### config.mk
export PLATFORM = sky130hd
export DESIGN_NAME = digit_counter
export DESIGN_NICKNAME = d
export VERILOG_FILES = /design/src/rtl/clock_pkg.sv /design/src/rtl/digit_counter_regnbit.sv /design/src/rtl/digit_counter.sv
export SDC_FILE = /design/constraint.sdc
export NUM_CORES = 1
export LEC_CHECK = 0
export CORE_MARGIN = 5
export CORE_UTILIZATION = 46
export CTS_CLUSTER_SIZE = 20
export DETAILED_ROUTE_END_ITERATION = 8
export GPL_ROUTABILITY_DRIVEN = 0
export PLACE_DENSITY_LB_ADDON = 0.2
export SYNTH_ARGS = -nofsm -noshare
export SYNTH_HDL_FRONTEND = slang
export SYNTH_SLANG_ARGS = --single-unit
export TNS_END_PERCENT = 100
### constraint.sdc
create_clock -name clk -period 2.2 [get_ports clk]
set_input_delay 0.22 -clock clk [delete_from_list [all_inputs] [get_ports clk]]
set_output_delay 0.22 -clock clk [all_outputs]
set_load 0.02 [all_outputs]
### src/rtl/clock_pkg.sv
// Shared definitions for the alarm-clock time datapath.
// Purpose : digit width, per-digit terminal values and the next-state
//           selector used by every digit_counter instance.
// Ports   : none (package).
package clock_pkg;

   localparam int DIGIT_W          = 4;
   localparam int SEC_TENS_MAX     = 5;
   localparam int MIN_TENS_MAX     = 5;
   localparam int UNITS_MAX        = 9;
   localparam int HR_TENS_MAX_24   = 2;
   localparam int HR_UNITS_MAX_LOW = 3;

   typedef enum logic [2:0] {
      OP_HOLD,
      OP_LOAD,
      OP_CLAMP,
      OP_INC,
      OP_DEC
   } digit_op_e;

endpackage

### src/rtl/digit_counter_regnbit.sv
// regnbit: WIDTH-bit register with load enable and synchronous reset value.
// Ports:
//   clk    in   1      rising-edge clock
//   reset  in   1      synchronous, active-high; loads RESET_VAL
//   en     in   1      load d on this edge
//   d      in   WIDTH  next value
//   q      out  WIDTH  stored value
module regnbit #(
   parameter int               WIDTH     = 4,
   parameter logic [WIDTH-1:0] RESET_VAL = '0
) (
   input  logic             clk,
   input  logic             reset,
   input  logic             en,
   input  logic [WIDTH-1:0] d,
   output logic [WIDTH-1:0] q
);

   logic [WIDTH-1:0] q_q;

   always_ff @(posedge clk) begin
      if (reset) begin
         q_q <= RESET_VAL;
      end else if (en) begin
         q_q <= d;
      end
   end

   assign q = q_q;

endmodule

### src/rtl/digit_counter.sv
// digit_counter: one display digit of the alarm clock. Counts up or down,
// wraps at min(MAX_VAL, limit), loads a bounds-checked value, and clamps to 0
// when the runtime limit falls below the current value. carry_out/borrow_out
// are combinational so a chained digit advances on the same edge.
// Ports:
//   clk         in   1      rising-edge clock
//   reset       in   1      synchronous, active-high
//   set         in   1      load new_val this cycle
//   new_val     in   WIDTH  value for set
//   inc         in   1      count up one
//   dec         in   1      count down one
//   limit       in   WIDTH  runtime terminal value
//   Q           out  WIDTH  current digit value
//   at_max      out  1      Q == eff_max
//   at_min      out  1      Q == 0
//   carry_out   out  1      inc wraps this cycle
//   borrow_out  out  1      dec wraps this cycle
//   set_err     out  1      one-cycle pulse after a rejected set
module digit_counter
   import clock_pkg::*;
#(
   parameter int WIDTH     = DIGIT_W,
   parameter int MAX_VAL   = 5,
   parameter int RESET_VAL = 0
) (
   input  logic             clk,
   input  logic             reset,
   input  logic             set,
   input  logic [WIDTH-1:0] new_val,
   input  logic             inc,
   input  logic             dec,
   input  logic [WIDTH-1:0] limit,
   output logic [WIDTH-1:0] Q,
   output logic             at_max,
   output logic             at_min,
   output logic             carry_out,
   output logic             borrow_out,
   output logic             set_err
);

   if (MAX_VAL >= (1 << WIDTH) || MAX_VAL < 0 || RESET_VAL < 0 || RESET_VAL > MAX_VAL)
   begin : g_param_check
      $error("digit_counter: MAX_VAL must fit WIDTH and RESET_VAL must be in 0..MAX_VAL");
   end

   localparam logic [WIDTH-1:0] MAX_W = MAX_VAL[WIDTH-1:0];
   localparam logic [WIDTH-1:0] RST_W = RESET_VAL[WIDTH-1:0];

   logic [WIDTH-1:0] eff_max;
   logic [WIDTH-1:0] q_d;
   logic             q_en;
   logic             set_ok;
   logic             clamp;
   logic             set_err_q;
   logic             set_err_d;
   digit_op_e        op;

   assign eff_max = (limit < MAX_W) ? limit : MAX_W;

   assign at_max = (Q == eff_max);
   assign at_min = (Q == '0);
   assign set_ok = (new_val <= eff_max);
   // Q can only exceed eff_max after the runtime limit has been lowered.
   assign clamp  = (Q > eff_max);

   assign carry_out  = inc & ~dec & at_max & ~set & ~reset;
   assign borrow_out = dec & ~inc & at_min & ~set & ~reset;

   // Priority: set > clamp > inc/dec > hold (reset is handled in the register).
   always_comb begin
      op = OP_HOLD;
      if (set) begin
         op = set_ok ? OP_LOAD : OP_HOLD;
      end else if (clamp) begin
         op = OP_CLAMP;
      end else if (inc && !dec) begin
         op = OP_INC;
      end else if (dec && !inc) begin
         op = OP_DEC;
      end
   end

   always_comb begin
      q_d  = Q;
      q_en = 1'b1;
      case (op)
         OP_LOAD:  q_d = new_val;
         OP_CLAMP: q_d = '0;
         OP_INC:   q_d = at_max ? '0 : Q + WIDTH'(1);
         OP_DEC:   q_d = at_min ? eff_max : Q - WIDTH'(1);
         default: begin
            q_d  = Q;
            q_en = 1'b0;
         end
      endcase
   end

   regnbit #(
      .WIDTH    (WIDTH),
      .RESET_VAL(RST_W)
   ) u_reg (
      .clk  (clk),
      .reset(reset),
      .en   (q_en),
      .d    (q_d),
      .q    (Q)
   );

   assign set_err_d = set & ~set_ok;

   always_ff @(posedge clk) begin
      if (reset) begin
         set_err_q <= 1'b0;
      end else begin
         set_err_q <= set_err_d;
      end
   end

   assign set_err = set_err_q;

endmodule

==> impl_metrics.csv <==
group,metric,value,unit
run_status,outcome,"complete, no violations",
yosys,yosys_warnings,0,
route,vias_per_cell,5.80,
route,drt-initial-drc-count,30,
sta,setup_violations,0,
sta,fin_tns_setup,0,ns
layout,drive_gt1_share,31.2,%
worst_setup_path,path_max_fanout,4,
sta,fin_crit,2.15,ns
floorplan,fp-row-count,14,
min_path,hold_path_class,"in2reg",
floorplan,die_h,50.0,um
worst_setup_path,path_delay_family,"compound AO/OA/AOI/OAI gates",
yosys,ys_ff_latch,5,
clock_network,cts_max_path_buffers,2,
grt,first_global_vias,834,
grt,grt_overflow,0,
pwr,vdd_drop_max,0.306,mV
clock_network,cts_inserted_buffers,3,
route,drtPass1Iterations,4,
worst_setup_path,worstPathBufferInverterCount,2,
pwr,total_power,599,uW
grt,grt_max_degree,9,
worst_setup_path,cp-start-kind,"input pin",
place,dp_hpwl,1830,um
route,ant_nets,0,
yosys,avgSynthCellArea,7.68,um2
route,wl_per_cell,15.4,um
route,via_count,910,
layout,fin_nets,165,
floorplan,coreArea,1510,um2
clock_network,cts_max_level,1,
yosys,synth_flop_cell,"dfxtp_1",
sta,timing.hold.ws,0.676,ns
floorplan,pin_count,22,
worst_setup_path,crit_arrival,2.30,ns
pwr,power_per_cell_area,498,nW/um2
yosys,synth_top_area_share,17.0,%
pwr,leakagePower,0.000554,uW
grt,grt_pass1_wl,3570,um
sta,hold_viol_final,0,
clock_network,clk_pin_slew,0.04,ns
sta,grt_setup_unrepaired,"yes",
yosys,muxShareOfSynthArea,0,%
yosys,synthTopCellsByCount,"a21oi_1, ha_1, nand2_1",
worst_setup_path,path_cells,"clkdlybuf4s50_1 -> a211o_1 -> buf_4 -> ha_1 -> nor2b_1 -> o211ai_1 -> a21oi_2 -> or2_4 -> o21ai_1 -> a2111oi_4",
place,numPortBuffers,21,
sta,max_freq,0.466,GHz
floorplan,start_util,48.9,%
yosys,synthXorXnorAreaFrac,1.19,%
yosys,synth_adder_area_share,17.0,%
clock_network,cts_root_buf,"clkbuf_4",
grt,grt_usage,17.9,%
clock_network,clock_latency,0.25,ns
yosys,synth.largest_area_cell,"ha_1",
layout,stdcell_count,157,
clock_network,tritoncts,"done",
worst_setup_path,worstPathRequired,2.35,ns
yosys,synth-seq-area-share,13.6,%
worst_setup_path,setup.worst_path.end_class,"register",
route,wl,2420,um
floorplan,dieArea,2500,um2
yosys,synthCells,96,
worst_setup_path,slowest_delay,0.40,ns
floorplan,die_w,50.0,um
layout,antenna_cells,0,
yosys,synth_top_family_by_area,"simple AND/OR/NAND/NOR gates",
worst_setup_path,critical_path.slowest_cell,"clkdlybuf4s50_1",
clock_network,cts_hold_buf,0,
yosys,synth_edf_count,0,
yosys,ys_types,41,
yosys,synthSimpleGateAreaFrac,34.0,%
place,placed_cells,152,
grt,antenna_found_initial,0,
worst_setup_path,critPathKind,"in2reg",
sta,fin_crit_sh,97.6,%
yosys,synth_area,737,um2
sta,final-max-slew-violation-count,0,
clock_network,clock_sinks,5,
job,max_cap_violations,0,
sta,clock_skew,0.00231,ns
yosys,synth_compound_area_share,30.2,%
yosys,ys_top_cells_by_area,"ha_1, dfxtp_1, a21oi_1, nand2_1, nand3_1",
layout,syn_to_final_growth,63.2,%
yosys,synthArstFlopShare,0,%
route,route.detailed.drc,0,
==> flip-flops by register name, summed over array words and instances, names as in the netlist <==
signal   flops
u_reg.q      4
set_err      1
==> placed cells by master, fill, tap and decap left out, types with 4 or more instances in the layout <==
cell type	n
nor2_1	4
a21oi_1	9
dfxtp_1	5
inv_1	4
nand2_1	7
ha_1	8
buf_4	20
o21ai_0	4
clkdlybuf4s50_1	14
nand3_1	5
==> layer usage <==
metal | track usage, % | vias up | share of wire (%)
met2 | 30.5 | 46 | 49
li1 | - | 446 | -
met3 | 2.41 | 11 | 7.4
met4 | 6.55 | 0 | 3.4
met5 | 0 | - | 0
met1 | 22.3 | 407 | 40
==> worst register-to-register path, stage by stage, from the launching register on <==
cell     delay [ns]
dfxtp_1        0.30
inv_1          0.18
ha_1           0.23
nor3b_4        0.25
buf_4          0.18
nand3_1        0.09
o21ai_0        0.14
a21oi_1        0.11
or3_1          0.31
a31oi_1        0.15
==> cells by family (layout without fill, tap and decap cells) <==
logic type / count (synthesis) / count (layout)
compound gates: 33 / 33
xor+xnor: 1 / 1
fa+ha+maj: 10 / 10
buf+inv: 6 / 50
flops: 5 / 5
other cells: 1 / 2
simple gates: 40 / 40
==> report_power, final <==
group / internal (uW) / switching (uW)
Sequential: 102 / 10.2
Clock: 68.7 / 40.1
Combinational: 189 / 189
Total: 359 / 239
==> timing repair <==
item / CTS / global route
pin swaps: 4 / 8
cloned: 0 / 0
gates resized for setup: 9 / 12
endpoints found under the hold margin: 0 / 0
setup endpoints to repair: 7 / 6
buffers inserted: 1 / 0
==> through the flow <==
| step | setup WS [ns] | util (%) | instance area (um2) |
|---|---|---|---|
| after global routing | -0.0747 | 79.8 | 1200 |
| after CTS | -0.0324 | 75.7 | 1140 |
| after floorplan | 0.138 | - | 741 |
| after detailed placement | -0.365 | 73.4 | 1110 |
| final | 0.0527 | 79.8 | 1200 |
| after global placement | -0.296 | 73.4 | 1110 |
==> final cells by class <==
type,count,area (um2)
repair buffers,41,359
clock buffers,4,26.3
well taps,16,20.0
fillers,111,304
inverters,5,18.8
flip-flops and latches,5,100
multi-input cells,86,678
==> path summary, 6_finish.rpt <==
check / start / to / slack (ns) / cells after the start
setup reg to reg: u_reg.q[0]$_SDFFE_PP0P_ / u_reg.q[1]$_SDFFE_PP0P_ / 0.18 / 9
setup / recovery: limit[0] / u_reg.q[2]$_SDFFE_PP0P_ / 0.05 / 10
hold reg to reg: u_reg.q[1]$_SDFFE_PP0P_ / u_reg.q[1]$_SDFFE_PP0P_ / 0.69 / 3
hold / removal: limit[1] / u_reg.q[1]$_SDFFE_PP0P_ / 0.68 / 6
(Power assumes the default switching activity.)
==> RTL change 1: new RTL, config.mk and constraints unchanged <==
Remove the register `set_err_q`: a continuous assignment takes its place, so the output `set_err` follows one clock earlier.
--- a/src/rtl/digit_counter.sv
+++ b/src/rtl/digit_counter.sv
@@ -108,13 +108,7 @@
 
    assign set_err_d = set & ~set_ok;
 
-   always_ff @(posedge clk) begin
-      if (reset) begin
-         set_err_q <= 1'b0;
-      end else begin
-         set_err_q <= set_err_d;
-      end
-   end
+   assign set_err_q = set_err_d;
 
    assign set_err = set_err_q;
 
Formal check against the unedited RTL: not equivalent (a bounded check fails within 4 cycles, from zero or initial values and one cycle with reset high).
==> RTL change 1 against the original RTL <==
  * Final area down 13%
  * Register-to-register slack about the same
  * Sequential cell count down 1
  * Die area down 11%
  * Power down 18%
  * Worst setup slack better by 46 ps
  * Via count down 12%
  * Global-route usage up 2.4 points
  * Fmax up 2.2%
  * Synthesized area down 13%
  * Wire length down 16%
  * Critical endpoint unchanged
==> RTL change 1: results <==
metrics = {
    "run_status": {
        "status": "finished clean",
    },
    "finish": {
        "layout-drive-gt1-share_pct": 24.4,
        "nNetsFinal": 152,
        "regArea_um2": 80.1,
        "instances_no_fill": 142,
        "n_fill_cell": 95,
    },
    "route": {
        "drtIter0Drc": 21,
        "post_drt_wl_per_cell_um": 14.3,
        "via_per_inst": 5.65,
    },
    "hold_path": {
        "worstHoldStart": "u_reg.q[1]",
        "hold_path_depth": 2,
        "holdCritPathClass": "flop to flop",
    },
    "global_route": {
        "grt_max_degree": 10,
        "grt_pass1_vias": 740,
        "grt_first_pass_wirelength_um": 3240,
        "grt_util_all_layers_pct": 20.3,
    },
    "power": {
        "comb_power_share_pct": 62.2,
        "p_leak_nw": 0.502,
        "p_clk_mw": 0.0938,
        "irDropWorstVdd_mv": 0.308,
        "swShare_pct": 39.9,
    },
    "setup_path": {
        "r2r_cells": 7,
        "arrival_ps": 2220,
        "r2r_start": "u_reg.q[1]",
        "rr_endpoint": "u_reg.q[3]",
    },
    "place": {
        "pre_cts_ws_ps": -319,
    },
    "sta": {
        "finClkSkew_ps": 2.97,
    },
    "synth": {
        "synthFlopType": "dfxtp_1",
        "yosys-top-cells-count": "10 x ha_1, 8 x inv_1, 8 x nor2_1, 7 x a21oi_1, 6 x nand2_1",
        "ys_seq_area_share_pct": 12.5,
        "synth_area_leaders": "ha_1 20%, dfxtp_1 13%, a21oi_1 5.5%, inv_1 4.7%, nor2_1 4.7%",
    },
}
## RTL change 1: cell count changes in the layout (fill, tap and decap cells not counted), sizes merged, moves of 3 or more
cell,delta
o21ai,-3
or2,-3
a21oi,-3
nand3,-4
dlygate4sd2,+3
nor2b,-3
inv,+3
## RTL change 1: how the worst max path moves through the flow
stage          startpoint          to  slack [ps]  depth (start not counted)
2_1_floorplan  u_reg.q[0]  u_reg.q[2]           6                          8
3_3_place_gp     limit[3]  u_reg.q[0]        -240                         11
3_5_place_dp     limit[1]  u_reg.q[1]        -320                         10
4_1_cts               dec  borrow_out           9                          4
5_1_grt          limit[0]  u_reg.q[3]           2                          9
6_report         limit[0]  u_reg.q[2]         100                          9
## RTL change 1: what timing repair did
| item | CTS | global route |
|---|---|---|
| setup endpoints to repair | 6 | 5 |
| pin swaps | 8 | 1 |
| gates resized for setup | 8 | 3 |
| buffers inserted | 1 | 0 |
## RTL change 1: cell type report
class,count,area share (%)
Timing Repair Buffer,40,33.7
Inverter,8,2.88
Sequential cell,4,7.68
Multi-Input combinational cell,72,51.7
Clock buffer,3,2.16
Tap cell,15,1.80
## RTL change 1: kinds of logic after synthesis
| group | after synthesis | synth area share [%] |
|---|---|---|
| flops | 4 | 12.5 |
| compound gates | 28 | 34.6 |
| simple gates | 32 | 27.2 |
| buf+inv | 9 | 5.48 |
| fa+ha+maj | 10 | 19.6 |
| other cells | 1 | 0.587 |
## RTL change 1: layer usage
metal / vias up / GRT usage, % / wire, um
met3: 0 / 4.60 / 119
met4: 0 / 2.76 / 0
met2: 31 / 33.7 / 1020
met5: - / 0 / 0
li1: 407 / - / -
met1: 364 / 27.1 / 883
==> RTL change 2: new RTL, same settings <==
Made on the original files. Set the package constant `DIGIT_W` to 3 (it was 4).
--- a/src/rtl/clock_pkg.sv
+++ b/src/rtl/clock_pkg.sv
@@ -4,7 +4,7 @@
 // Ports   : none (package).
 package clock_pkg;
 
-   localparam int DIGIT_W          = 4;
+   localparam int DIGIT_W          = 3;
    localparam int SEC_TENS_MAX     = 5;
    localparam int MIN_TENS_MAX     = 5;
    localparam int UNITS_MAX        = 9;
Ports: changed (resized Q, limit and new_val); port bits go from 22 to 19. No check against the original RTL was run, so the function may have changed too.
==> RTL change 2 against the original RTL <==
  * Fmax grew 3.1%
  * Clock power decreased by 15%
  * Worst setup slack improved by 65 ps
  * Sequential cell count shrank 1
  * Critical path type unchanged
  * Sequential power is 11% lower
  * Die area is 18% lower
  * Critical endpoint unchanged
  * Power is 15% lower
  * Final area decreased by 26%
  * Wire length down 31%
  * Synthesized area decreased by 23%
==> RTL change 2: results <==
metrics = {
    "setup_path": {
        "cp_slowest_cell": "or4_1",
        "path_delay_family": "compound AO/OA/AOI/OAI gates",
        "slowest_delay_ps": 490,
        "worstPathMaxFanout": 4,
        "arrival_ps": 2260,
    },
    "power": {
        "comb_power_share_pct": 62.2,
        "comb_power_mw": 0.316,
        "p_leak_nw": 0.422,
        "internal_power_mw": 0.309,
        "sequentialPowerShare_pct": 19.7,
        "irDropWorstVdd_mv": 0.453,
    },
    "synth": {
        "async_flop_share_pct": 0,
        "ys_seq_area_share_pct": 14.1,
        "yosys-top-cells-count": "7 x ha_1, 7 x nand2_1, 6 x inv_1, 5 x nor2b_1",
        "synth_cell_types": 34,
        "postSynthNetCount": 90,
        "synthFlopType": "dfxtp_1",
        "ys_warn_count": 0,
        "synth_area_leaders": "ha_1 15%, dfxtp_1 14%, nor2b_1 5.5%, nand2_1 4.6%, nand2b_1 4.4%",
    },
    "cts": {
        "ctsHtreeMaxLevel": 1,
        "clockBufferDepth": 2,
        "postCtsSetupRepairBufs": 0,
        "clockRootBuffer": "clkbuf_4",
        "cts.clk_slew.worst_paths_ps": 40,
        "clock_latency_ps": 240,
        "cts_buffers": 3,
    },
    "route": {
        "route.met2.wl_um": 795,
        "wl_met1_um": 771,
        "drt_wl_total_um": 1670,
        "top_layer": "met3",
        "met3WireLength_um": 103,
        "drtIter0Drc": 6,
        "dr.pass1.iters": 4,
        "via_per_inst": 5.72,
    },
    "finish": {
        "num_antenna_cells": 0,
        "nNetsFinal": 124,
        "largest_register_ff_count": 3,
        "layout-drive-gt1-share_pct": 21.2,
    },
    "place": {
        "io_buffers": 18,
        "hpwlAfterDp_um": 1420,
    },
    "global_route": {
        "grt_util_all_layers_pct": 18.5,
        "use_met3_pct": 6.37,
        "grtUsageMet2_pct": 30.5,
        "grt_max_degree": 9,
        "use_met1_pct": 23.4,
        "grt_pass1_vias": 673,
        "grt_first_pass_wirelength_um": 2820,
        "antenna_found_initial": 0,
    },
    "hold_path": {
        "holdCritPathClass": "flop to flop",
    },
    "run_status": {
        "status": "finished clean",
    },
    "sta": {
        "worst_slew_pin_slew_ps": 308,
        "finClkSkew_ps": 3.41,
    },
}
-- RTL change 2: cell count changes in the layout (fill, tap and decap cells not counted), moves of 3 or more --
cell      delta
buf_4        -8
nand3_1      -4
a31oi_1      -3
nand2b_1     +3
a21oi_1      -7
-- RTL change 2: kinds of logic (layout without fill, tap and decap cells) --
logic type               count (synthesis)  after routing  share of synthesized area, %
adder cells (fa/ha/maj)                  9              9                          18.9
buffers and inverters                    8             40                          5.27
multiplexers                             2              2                          3.74
XOR/XNOR                                 1              1                          1.54
AND/OR/NAND/NOR                         26             26                          25.9
flip-flops                               4              4                          14.1
AO/OA/AOI/OAI                           22             22                          30.6
-- RTL change 2: cell type report --
class                   count  area [um2]
well taps                  14        17.5
inverters                   7        26.3
repair buffers             30         268
clock buffers               3        22.5
flip-flops and latches      4        80.1
multi-input cells          60         474
fillers                    95         253
-- RTL change 2: stage by stage --
step | worst slack [ps] | area (um2) | instances
floorplan | 81.2 | 582 | 72
global placement | -211 | 866 | 115
detailed placement | -260 | 866 | 115
CTS | 3.36 | 886 | 118
global route | 61.0 | 888 | 118
finish | 118 | 888 | 118
-- RTL change 2: path summary, 6_finish.rpt --
kind              slack, ps  cells past startpoint       start          to
setup / recovery        120                      9    limit[0]  u_reg.q[2]
hold / removal          570                      2  u_reg.q[0]  u_reg.q[0]
setup reg to reg        170                      6  u_reg.q[1]  u_reg.q[2]
hold reg to reg         570                      2  u_reg.q[0]  u_reg.q[0]
-- RTL change 2: worst min-delay path, stage by stage (launching register included) --
cell,delay [ps]
dfxtp_1,330
a21oi_1,130
a211oi_1,50
-- RTL change 2: what timing repair did --
action | 4_1_cts | 5_1_grt
hold endpoints to repair | 0 | 0
resized for setup | 5 | 3
pin swaps | 1 | 1
setup endpoints to repair | 5 | 5
